`src/rtl/wb_find_master_pkg.sv`:
```
// ----------------------------------------------------------------------------
// wb_find_master_pkg
//   Shared definitions for the wb_find Wishbone initiator:
//     - state_e         : initiator FSM state encoding
//     - calc_sel_width  : byte-lane count for a given data width
//     - calc_addr_inc   : byte-address step between consecutive words
//     - tmo_cnt_width   : width of the ack-timeout counter
// ----------------------------------------------------------------------------
package wb_find_master_pkg;

    localparam int unsigned BYTE_BITS = 8;

    typedef enum logic [2:0] {
        ST_IDLE,
        ST_WDAT,
        ST_BUS,
        ST_RESP,
        ST_DRAIN
    } state_e;

    function automatic int unsigned calc_sel_width(input int unsigned data_width);
        return data_width / BYTE_BITS;
    endfunction

    function automatic int unsigned calc_addr_inc(input int unsigned data_width);
        return data_width / BYTE_BITS;
    endfunction

    // Counter only needs to reach TIMEOUT_CYCLES-1; at least one bit.
    function automatic int unsigned tmo_cnt_width(input int unsigned cycles);
        int unsigned w;
        w = $clog2(cycles);
        return (w < 1) ? 1 : w;
    endfunction

endpackage

```
`src/rtl/wb_find_master_wb_ack_timer.sv`:
```
// ----------------------------------------------------------------------------
// wb_ack_timer
//   Per-beat acknowledge watchdog. Cleared by load_i, advances on every
//   cycle count_i is high, and flags expired_o on the TIMEOUT_CYCLES-th
//   counted cycle so the owner can drop the bus on the following edge.
//
//   Ports:
//     clk_i      clock
//     rst_i      synchronous active-high reset
//     load_i     clear the count (start of a new strobe)
//     count_i    one more cycle waited without ack
//     expired_o  combinational: this counted cycle is the last allowed
// ----------------------------------------------------------------------------
module wb_ack_timer
    import wb_find_master_pkg::*;
#(
    parameter int unsigned TIMEOUT_CYCLES = 256
) (
    input  logic clk_i,
    input  logic rst_i,
    input  logic load_i,
    input  logic count_i,
    output logic expired_o
);

    localparam int unsigned    CW   = tmo_cnt_width(TIMEOUT_CYCLES);
    localparam logic [CW-1:0]  LAST = CW'(TIMEOUT_CYCLES - 1);
    localparam logic [CW-1:0]  ONE  = CW'(1);

    logic [CW-1:0] cnt_q;

    always_ff @(posedge clk_i) begin
        if (rst_i) begin
            cnt_q <= '0;
        end else if (load_i) begin
            cnt_q <= '0;
        end else if (count_i && (cnt_q != LAST)) begin
            cnt_q <= cnt_q + ONE;
        end
    end

    assign expired_o = count_i && (cnt_q == LAST);

endmodule

```
`src/rtl/wb_find_master.sv`:
```
// ----------------------------------------------------------------------------
// wb_find_master
//   Wishbone classic-cycle initiator issuing single and incrementing-burst
//   reads/writes. Commands, write data and responses use valid/ready
//   streams; every beat is guarded by an ack timeout so a dead slave
//   cannot hang the bus.
//
//   Ports:
//     wb_clk_i / wb_rst_i      clock, synchronous active-high reset
//     cmd_*                    command stream (we, start adr, sel, len=words-1)
//     wdat_*                   write-data stream, one word per write beat
//     rsp_*                    response stream: read data per beat, or one
//                              status beat for writes / timeouts
//     busy                     a command is in progress
//     wbm_*                    Wishbone master signals
// ----------------------------------------------------------------------------
module wb_find_master
    import wb_find_master_pkg::*;
#(
    parameter int unsigned ADDR_WIDTH     = 32,
    parameter int unsigned DATA_WIDTH     = 32,
    parameter int unsigned LEN_WIDTH      = 8,
    parameter int unsigned TIMEOUT_CYCLES = 256
) (
    input  logic                    wb_clk_i,
    input  logic                    wb_rst_i,

    input  logic                    cmd_valid,
    output logic                    cmd_ready,
    input  logic                    cmd_we,
    input  logic [ADDR_WIDTH-1:0]   cmd_adr,
    input  logic [DATA_WIDTH/8-1:0] cmd_sel,
    input  logic [LEN_WIDTH-1:0]    cmd_len,

    input  logic                    wdat_valid,
    output logic                    wdat_ready,
    input  logic [DATA_WIDTH-1:0]   wdat,

    output logic                    rsp_valid,
    input  logic                    rsp_ready,
    output logic [DATA_WIDTH-1:0]   rsp_dat,
    output logic                    rsp_last,
    output logic                    rsp_err,

    output logic                    busy,

    output logic                    wbm_cyc_o,
    output logic                    wbm_stb_o,
    output logic                    wbm_we_o,
    output logic [DATA_WIDTH/8-1:0] wbm_sel_o,
    output logic [ADDR_WIDTH-1:0]   wbm_adr_o,
    output logic [DATA_WIDTH-1:0]   wbm_dat_o,
    input  logic [DATA_WIDTH-1:0]   wbm_dat_i,
    input  logic                    wbm_ack_i
);

    localparam int unsigned          SEL_W    = calc_sel_width(DATA_WIDTH);
    localparam int unsigned          ADDR_INC = calc_addr_inc(DATA_WIDTH);
    localparam logic [ADDR_WIDTH-1:0] ADR_STEP = ADDR_WIDTH'(ADDR_INC);
    // One extra bit so cmd_len = all-ones yields 2^LEN_WIDTH words.
    localparam logic [LEN_WIDTH:0]    WORD_ONE = (LEN_WIDTH+1)'(1);

    state_e                  state_q;
    logic                    busy_q;
    logic                    cyc_q;
    logic                    stb_q;
    logic                    we_q;
    logic [SEL_W-1:0]        sel_q;
    logic [ADDR_WIDTH-1:0]   adr_q;
    logic [DATA_WIDTH-1:0]   dat_o_q;
    logic [LEN_WIDTH:0]      words_q;
    logic                    wdat_ready_q;
    logic                    rsp_valid_q;
    logic [DATA_WIDTH-1:0]   rsp_dat_q;
    logic                    rsp_last_q;
    logic                    rsp_err_q;

    logic                    cmd_hs;
    logic                    wdat_hs;
    logic                    rsp_hs;
    logic                    last_word;
    logic [ADDR_WIDTH-1:0]   adr_d;
    logic                    tmr_load;
    logic                    tmr_count;
    logic                    tmr_expired;

    always_comb begin
        cmd_ready = (state_q == ST_IDLE) && !wb_rst_i;
        cmd_hs    = cmd_valid && cmd_ready;
        wdat_hs   = wdat_valid && wdat_ready_q;
        rsp_hs    = rsp_valid_q && rsp_ready;
        last_word = (words_q == WORD_ONE);
        adr_d     = adr_q + ADR_STEP;
        // Timer restarts on every cycle that raises stb next edge.
        tmr_load  = (cmd_hs && !cmd_we)
                 || ((state_q == ST_WDAT) && wdat_hs)
                 || ((state_q == ST_RESP) && rsp_hs && !rsp_last_q);
        // stb is high in every BUS cycle, so ack is only looked at here.
        tmr_count = (state_q == ST_BUS) && !wbm_ack_i;
    end

    wb_ack_timer #(
        .TIMEOUT_CYCLES(TIMEOUT_CYCLES)
    ) u_ack_timer (
        .clk_i     (wb_clk_i),
        .rst_i     (wb_rst_i),
        .load_i    (tmr_load),
        .count_i   (tmr_count),
        .expired_o (tmr_expired)
    );

    always_ff @(posedge wb_clk_i) begin
        if (wb_rst_i) begin
            state_q      <= ST_IDLE;
            busy_q       <= 1'b0;
            cyc_q        <= 1'b0;
            stb_q        <= 1'b0;
            we_q         <= 1'b0;
            sel_q        <= '0;
            adr_q        <= '0;
            dat_o_q      <= '0;
            words_q      <= '0;
            wdat_ready_q <= 1'b0;
            rsp_valid_q  <= 1'b0;
            rsp_dat_q    <= '0;
            rsp_last_q   <= 1'b0;
            rsp_err_q    <= 1'b0;
        end else begin
            case (state_q)
                ST_IDLE: begin
                    if (cmd_hs) begin
                        busy_q  <= 1'b1;
                        we_q    <= cmd_we;
                        sel_q   <= cmd_sel;
                        adr_q   <= cmd_adr;
                        words_q <= {1'b0, cmd_len} + WORD_ONE;
                        cyc_q   <= 1'b1;
                        if (cmd_we) begin
                            wdat_ready_q <= 1'b1;
                            state_q      <= ST_WDAT;
                        end else begin
                            stb_q   <= 1'b1;
                            state_q <= ST_BUS;
                        end
                    end
                end

                ST_WDAT: begin
                    if (wdat_hs) begin
                        dat_o_q      <= wdat;
                        wdat_ready_q <= 1'b0;
                        stb_q        <= 1'b1;
                        state_q      <= ST_BUS;
                    end
                end

                ST_BUS: begin
                    // Ack wins over a timeout expiring in the same cycle.
                    if (wbm_ack_i) begin
                        stb_q   <= 1'b0;
                        words_q <= words_q - WORD_ONE;
                        adr_q   <= adr_d;
                        if (!we_q) begin
                            rsp_valid_q <= 1'b1;
                            rsp_dat_q   <= wbm_dat_i;
                            rsp_last_q  <= last_word;
                            rsp_err_q   <= 1'b0;
                            state_q     <= ST_RESP;
                        end else if (last_word) begin
                            rsp_valid_q <= 1'b1;
                            rsp_dat_q   <= '0;
                            rsp_last_q  <= 1'b1;
                            rsp_err_q   <= 1'b0;
                            state_q     <= ST_RESP;
                        end else begin
                            wdat_ready_q <= 1'b1;
                            state_q      <= ST_WDAT;
                        end
                    end else if (tmr_expired) begin
                        cyc_q <= 1'b0;
                        stb_q <= 1'b0;
                        if (we_q && !last_word) begin
                            // words_q now counts write words not yet taken.
                            words_q      <= words_q - WORD_ONE;
                            wdat_ready_q <= 1'b1;
                            state_q      <= ST_DRAIN;
                        end else begin
                            rsp_valid_q <= 1'b1;
                            rsp_dat_q   <= '0;
                            rsp_last_q  <= 1'b1;
                            rsp_err_q   <= 1'b1;
                            state_q     <= ST_RESP;
                        end
                    end
                end

                ST_DRAIN: begin
                    if (wdat_hs) begin
                        words_q <= words_q - WORD_ONE;
                        if (last_word) begin
                            wdat_ready_q <= 1'b0;
                            rsp_valid_q  <= 1'b1;
                            rsp_dat_q    <= '0;
                            rsp_last_q   <= 1'b1;
                            rsp_err_q    <= 1'b1;
                            state_q      <= ST_RESP;
                        end
                    end
                end

                ST_RESP: begin
                    if (rsp_hs) begin
                        rsp_valid_q <= 1'b0;
                        if (rsp_last_q) begin
                            rsp_last_q <= 1'b0;
                            rsp_err_q  <= 1'b0;
                            cyc_q      <= 1'b0;
                            busy_q     <= 1'b0;
                            state_q    <= ST_IDLE;
                        end else begin
                            stb_q   <= 1'b1;
                            state_q <= ST_BUS;
                        end
                    end
                end

                default: begin
                    state_q <= ST_IDLE;
                end
            endcase
        end
    end

    assign busy       = busy_q;
    assign wdat_ready = wdat_ready_q;
    assign rsp_valid  = rsp_valid_q;
    assign rsp_dat    = rsp_dat_q;
    assign rsp_last   = rsp_last_q;
    assign rsp_err    = rsp_err_q;
    assign wbm_cyc_o  = cyc_q;
    assign wbm_stb_o  = stb_q;
    assign wbm_we_o   = we_q;
    assign wbm_sel_o  = sel_q;
    assign wbm_adr_o  = adr_q;
    assign wbm_dat_o  = dat_o_q;

endmodule

```
`config.mk`:
```
export PLATFORM = sky130hd
export DESIGN_NAME = wb_find_master
export DESIGN_NICKNAME = d
export VERILOG_FILES = /design/src/rtl/wb_find_master_pkg.sv /design/src/rtl/wb_find_master_wb_ack_timer.sv /design/src/rtl/wb_find_master.sv
export SDC_FILE = /design/constraint.sdc
export NUM_CORES = 1
export LEC_CHECK = 0
export CORE_UTILIZATION = 48
export DETAILED_ROUTE_END_ITERATION = 10
export GPL_TIMING_DRIVEN = 0
export MAX_ROUTING_LAYER = met4
export PLACE_DENSITY = 0.81
export SLEW_MARGIN = 20
export SYNTH_ARGS = -nofsm -noshare
export SYNTH_HDL_FRONTEND = slang
export SYNTH_SLANG_ARGS = --single-unit
```
`constraint.sdc`:
```
create_clock -name wb_clk_i -period 6.66 [get_ports wb_clk_i]
set_input_delay 1.665 -clock wb_clk_i [delete_from_list [all_inputs] [get_ports wb_clk_i]]
set_output_delay 1.665 -clock wb_clk_i [all_outputs]
set_load 0.01 [all_outputs]
```
### Word-level counts from Yosys, hierarchy flattened

Cells that the tools add are included.

| storage, ports and cells | value |
|---|---|
| flip-flop bits (word level) | 128 |
| latch bits | 0 |
| memory bits (writable) | 0 |
| bits in read-only memories | 0 |
| output and inout bits | 109 |
| word-level logic and storage cells | 157 |
| memories | 0 |

| operators by class | value |
|---|---|
| $add $sub $neg | 4 |
| multipliers | 0 |
| divide/modulo/power cells | 0 |
| magnitude comparators | 0 |
| equal/unequal tests | 25 |
| shift operators | 0 |
| mux-type cells | 72 |
| bitwise gates (word level) | 0 |
| reductions and logical operators | 41 |

Operators by type and width:

| kind | count |
|---|---|
| $mux 32 | 8 |
| $pmux 32 s2 | 2 |
| $mux 9 | 5 |
| $mux 1 | 36 |
| $add 32x3->32 const B | 1 |
| $pmux 9 s3 | 1 |
| $mux 3 | 8 |
| $ne 2x2->1 const B | 12 |
| $pmux 3 s5 | 1 |
| $logic_and 1x1->1 | 12 |
| $ne 3x3->1 const B | 4 |
| $pmux 1 s3 | 4 |
| $reduce_and 6->1 | 2 |
| $reduce_and 10->1 | 1 |
| $reduce_and 5->1 | 2 |
| $add 8x1->9 const B | 1 |
| $eq 9x1->1 const B | 1 |
| $reduce_bool 3->1 | 3 |
| $sub 9x1->9 const B | 1 |
| $add 8x1->8 const B | 1 |
| $eq 8x8->1 const B | 1 |
| $mux 2 | 4 |
| $ne 8x8->1 const B | 1 |
| $pmux 1 s4 | 2 |
| other kinds (17) | 28 |

### Depth between registers and ports, before layout

| depth | value |
|---|---|
| depth in word-level cells | 7 |
| depth in mapped cells | 8 |

### Cells and area by module

A second synthesis with hierarchy kept.

| unflattened totals | value |
|---|---|
| cells, all modules | 775 |
| area, all modules | 6208.5 sq um |

By module, submodules not included:

| module | times used | cells an instance | area each (sq um) | seq. area each (sq um) |
|---|---|---|---|---|
| wb_find_master | 1 | 726 | 5774.3 | 2402.3 |
| wb_ack_timer | 1 | 49 | 434.2 | 160.2 |

### Worst setup path after synthesis

Ideal clock, no wire load.

| path | value |
|---|---|
| path kind | input-to-output |
| start point | input port wb_rst_i |
| end point | output port cmd_ready |
| data arrival time | 2.611 ns |
| data required time | 4.995 ns |
| slack | 2.384 ns |
| stages | 4 |
| buffers on the path | 3 |
| cell sequence | clkbuf_1 -> clkbuf_1 -> buf_1 -> nor2_1 |

| on the way | value |
|---|---|
| longest elaborated chain between the ends | 2 |

Ends and longest elaborated chain:

| item | RTL line | text |
|---|---|---|
| start, declared | wb_find_master.sv:26 | `input logic wb_rst_i,` |
| $logic_not 1->1 | wb_find_master.sv:88 | `cmd_ready = (state_q == ST_IDLE) && !wb_rst_i;` |
| $logic_and 1x1->1 | wb_find_master.sv:88 |  |
| end, declared | wb_find_master.sv:29 | `output logic cmd_ready,` |

No other way between the ends.

### Worst setup path after layout

Ends and elaborated chain as after synthesis.

==> results_dict.tcl <==
set metrics [dict create \
    crit_path_end "cmd_ready" \
    drc 0 \
    cts-root-buf "clkbuf_16" \
    setup_viol 0 \
    insertion_delay_ns 0.42 \
    routabilityCongestion 1.01 \
    synth_cell_types 80 \
    period_needed_ns 6.12 \
    crit_chain "clkdlybuf4s50_1 > clkbuf_1 > clkbuf_1 > buf_1 > nor2_1 > clkdlybuf4s50_1" \
    worst-endpoint-required_ns 4.99 \
    wl_per_cell_microns 17.9 \
    max_slew.worst_pin.slew_ns 1.06 \
    synthArstFlopShare_pct 0 \
    via_per_inst 5.85 \
    synth.net_count 860 \
    crit_start "wb_rst_i" \
    critPathMaxStageDelay_ns 0.65 \
    netlist_area_sq_mm 0.00611 \
    synth_common_cells "133 x nand2_1, 128 x dfxtp_1, 70 x a21oi_1, 46 x nor2_1, 38 x clkbuf_1" \
    status "finished clean" \
    dpl.hpwl_microns 14700 \
    ff_latch_area_sq_mm 0.00256 \
    arrival_ns 4.45 \
    cts_num_sinks 128 \
    layout-drive-gt1-share_pct 6.13 \
    wl_microns 20800 \
    clock_path_buffers 2 \
    ant_nets 0 \
    synth_sequential_area_ratio_pct 41.9 \
    overflow 0 \
    synth_edf_count 0 \
    dp_cells 1131 \
    ctsHoldBuffers 0 \
    dpl_cell_area_sq_mm 0.00855 \
    grt_pass1_vias 6350 \
    ys_warn_count 0 \
    reg2reg_depth 6 \
    p_per_area_mw_per_mm2 362 \
    synth_flop_cell "dfxtp_1" \
    slew_violations 0 \
    layout.cells.non_filler 1163 \
    avgSynthCellArea_sq_um 8.26 \
    critical_path.slowest_cell "clkdlybuf4s50_1" \
    dr.pass1.iters 8 \
    cp-start-kind "input port" \
    final_cell_area_sq_mm 0.00926 \
    setup.worst_path.end_class "output port" \
    synthTopCellsByArea "dfxtp_1 42%, nand2_1 8.2%, a21oi_1 5.7%" \
    io_pins 224 \
    grt_max_degree 17 \
    rows 40 \
    post_cts_buffers 0 \
    cts_tree "built" \
    finalSetupTns_ns 0 \
    nets 1102 \
    cp_max_fo 10 \
    cts_max_level 4 \
    antenna_found_initial 0 \
    vdd.ir_drop.worst_mv 0.210 \
    grt_pass1_wl_microns 32000 \
    drv_cap 0 \
    cts_resized 0 \
    worstReg2RegEnd "wbm_adr_o[24]$_SDFFE_PP0P_" \
    hold_viol_final 0 \
    rsz0062_at_grt "no" \
    portBuffers 223 \
    synth_top_cell_by_area "dfxtp_1" \
    fp.dieH_microns 115 \
    clock_skew_ns 0.00668 \
    antennaDiodeCount 0 \
    critPathKind "in -> out" \
    die_width_microns 115 \
    clk_pin_slew_ns 0.06 \
    grtUsageTotal_pct 32.5 \
    area_delta_synth_final_pct 51.4 \
    max_slew_margin_pct 28.4 \
    final.fill_count 975 \
    rrSetupSlack_ns 4.19 \
    drt_iter0_drc 733 \
    power_leakage_nw 3.25 \
    vias 6803 \
    syn_inst 740 \
    start_util_pct 50.1 \
    synth_top_area_share_pct 41.9 \
    reg2reg_from "wbm_adr_o[2]$_SDFFE_PP0P_" \
    period_share_pct 91.8 \
    numCtsBuffers 17 \
    fp.dieArea_sq_mm 0.0132 \
    max_freq_ghz 0.163 \
    core_area_sq_mm 0.0122 \
    multi_input_area_sq_mm 0.00326 \
    hp-class "reg -> reg" \
    synth.most_common_cell "nand2_1" \
    ys_ff_latch 128 \
]
[flip-flops by register name, indices dropped and copies added, names as in the netlist, 3 cells and up]
register           cells
rsp_dat               32
wbm_adr_o             32
wbm_dat_o             32
words_q                9
u_ack_timer.cnt_q      8
wbm_sel_o              4
state_q                3
[cell families (layout without fill, tap and decap cells)]
group	count (synthesis)	in the layout	share of synthesized area, %
AND/OR/NAND/NOR	297	297	23.4
AO/OA/AOI/OAI	225	225	26.0
flip-flops	128	128	41.9
buffers and inverters	65	320	4.67
XOR/XNOR	14	14	2.01
multiplexers	6	6	0.983
adder cells (fa/ha/maj)	5	5	1.02
[how the worst min path moves through the flow]
stage          cells after the start                               from  slack [ns]                                end
5_1_grt                            2          wbm_dat_o[2]$_SDFFE_PP0P_        0.47          wbm_dat_o[2]$_SDFFE_PP0P_
3_3_place_gp                       2         wbm_dat_o[10]$_SDFFE_PP0P_        0.44         wbm_dat_o[10]$_SDFFE_PP0P_
6_report                           2          wbm_dat_o[7]$_SDFFE_PP0P_        0.45          wbm_dat_o[7]$_SDFFE_PP0P_
3_5_place_dp                       2         wbm_dat_o[15]$_SDFFE_PP0P_        0.45         wbm_dat_o[15]$_SDFFE_PP0P_
2_1_floorplan                      2  u_ack_timer.cnt_q[1]$_SDFFE_PP0P_        0.45  u_ack_timer.cnt_q[1]$_SDFFE_PP0P_
4_1_cts                            2         wbm_dat_o[15]$_SDFFE_PP0P_        0.45         wbm_dat_o[15]$_SDFFE_PP0P_
[metrics by stage]
stage | power, mW | hold WS, ns | worst slack [ns] | utilization, %
global placement | 2.20 | 0.440 | 0.650 | 70.1
finish | 3.35 | 0.452 | 0.543 | 75.8
global route | 3.52 | 0.467 | 0.461 | 75.8
detailed placement | 2.22 | 0.447 | 0.624 | 70.1
floorplan | 1.73 | 0.454 | 2.38 | -
CTS | 3.34 | 0.454 | 0.616 | 75.8
[area by class of cell]
class,instances,area share [%]
timing repair buffer,223,24.1
tap,168,2.27
clock buffer,19,4.79
clock inverter,13,2.78
buffer,50,2.47
inverter,15,0.608
sequential,128,27.7
multi-input combinational,547,35.3
[placed cells by master (no fill, tap or decap), types with 17 or more instances in the layout]
master / count
nand3_1: 28
a22o_1: 33
clkbuf_1: 39
clkdlybuf4s50_1: 223
nor3_1: 20
dfxtp_1: 128
clkbuf_16: 17
nand2_1: 133
o21ai_0: 32
nor2_1: 46
a21oi_1: 70
[power by group]
group | internal (mW) | leakage (nW) | total, mW | switching, mW
logic | 0.537 | 1.87 | 1.22 | 0.688
registers | 0.890 | 1.04 | 1.02 | 0.132
clock network | 0.752 | 0.338 | 1.11 | 0.356
total | 2.18 | 3.25 | 3.35 | 1.18
[critical path: cells and delay by family]
family	cells	cell delay (ns)
buffers and inverters	5	2.63
and+or+nand+nor	1	0.15
[metal layers]
| metal | wire (microns) | vias to the layer above | GRT usage [%] |
|---|---|---|---|
| li1 | - | 3212 | - |
| met1 | 8570 | 3191 | 39.5 |
| met2 | 9950 | 361 | 51.6 |
| met3 | 1930 | 39 | 8.75 |
| met4 | 363 | 0 | 11.4 |
| met5 | 0 | - | - |
No activity file was read; power rests on OpenSTA's default activity.
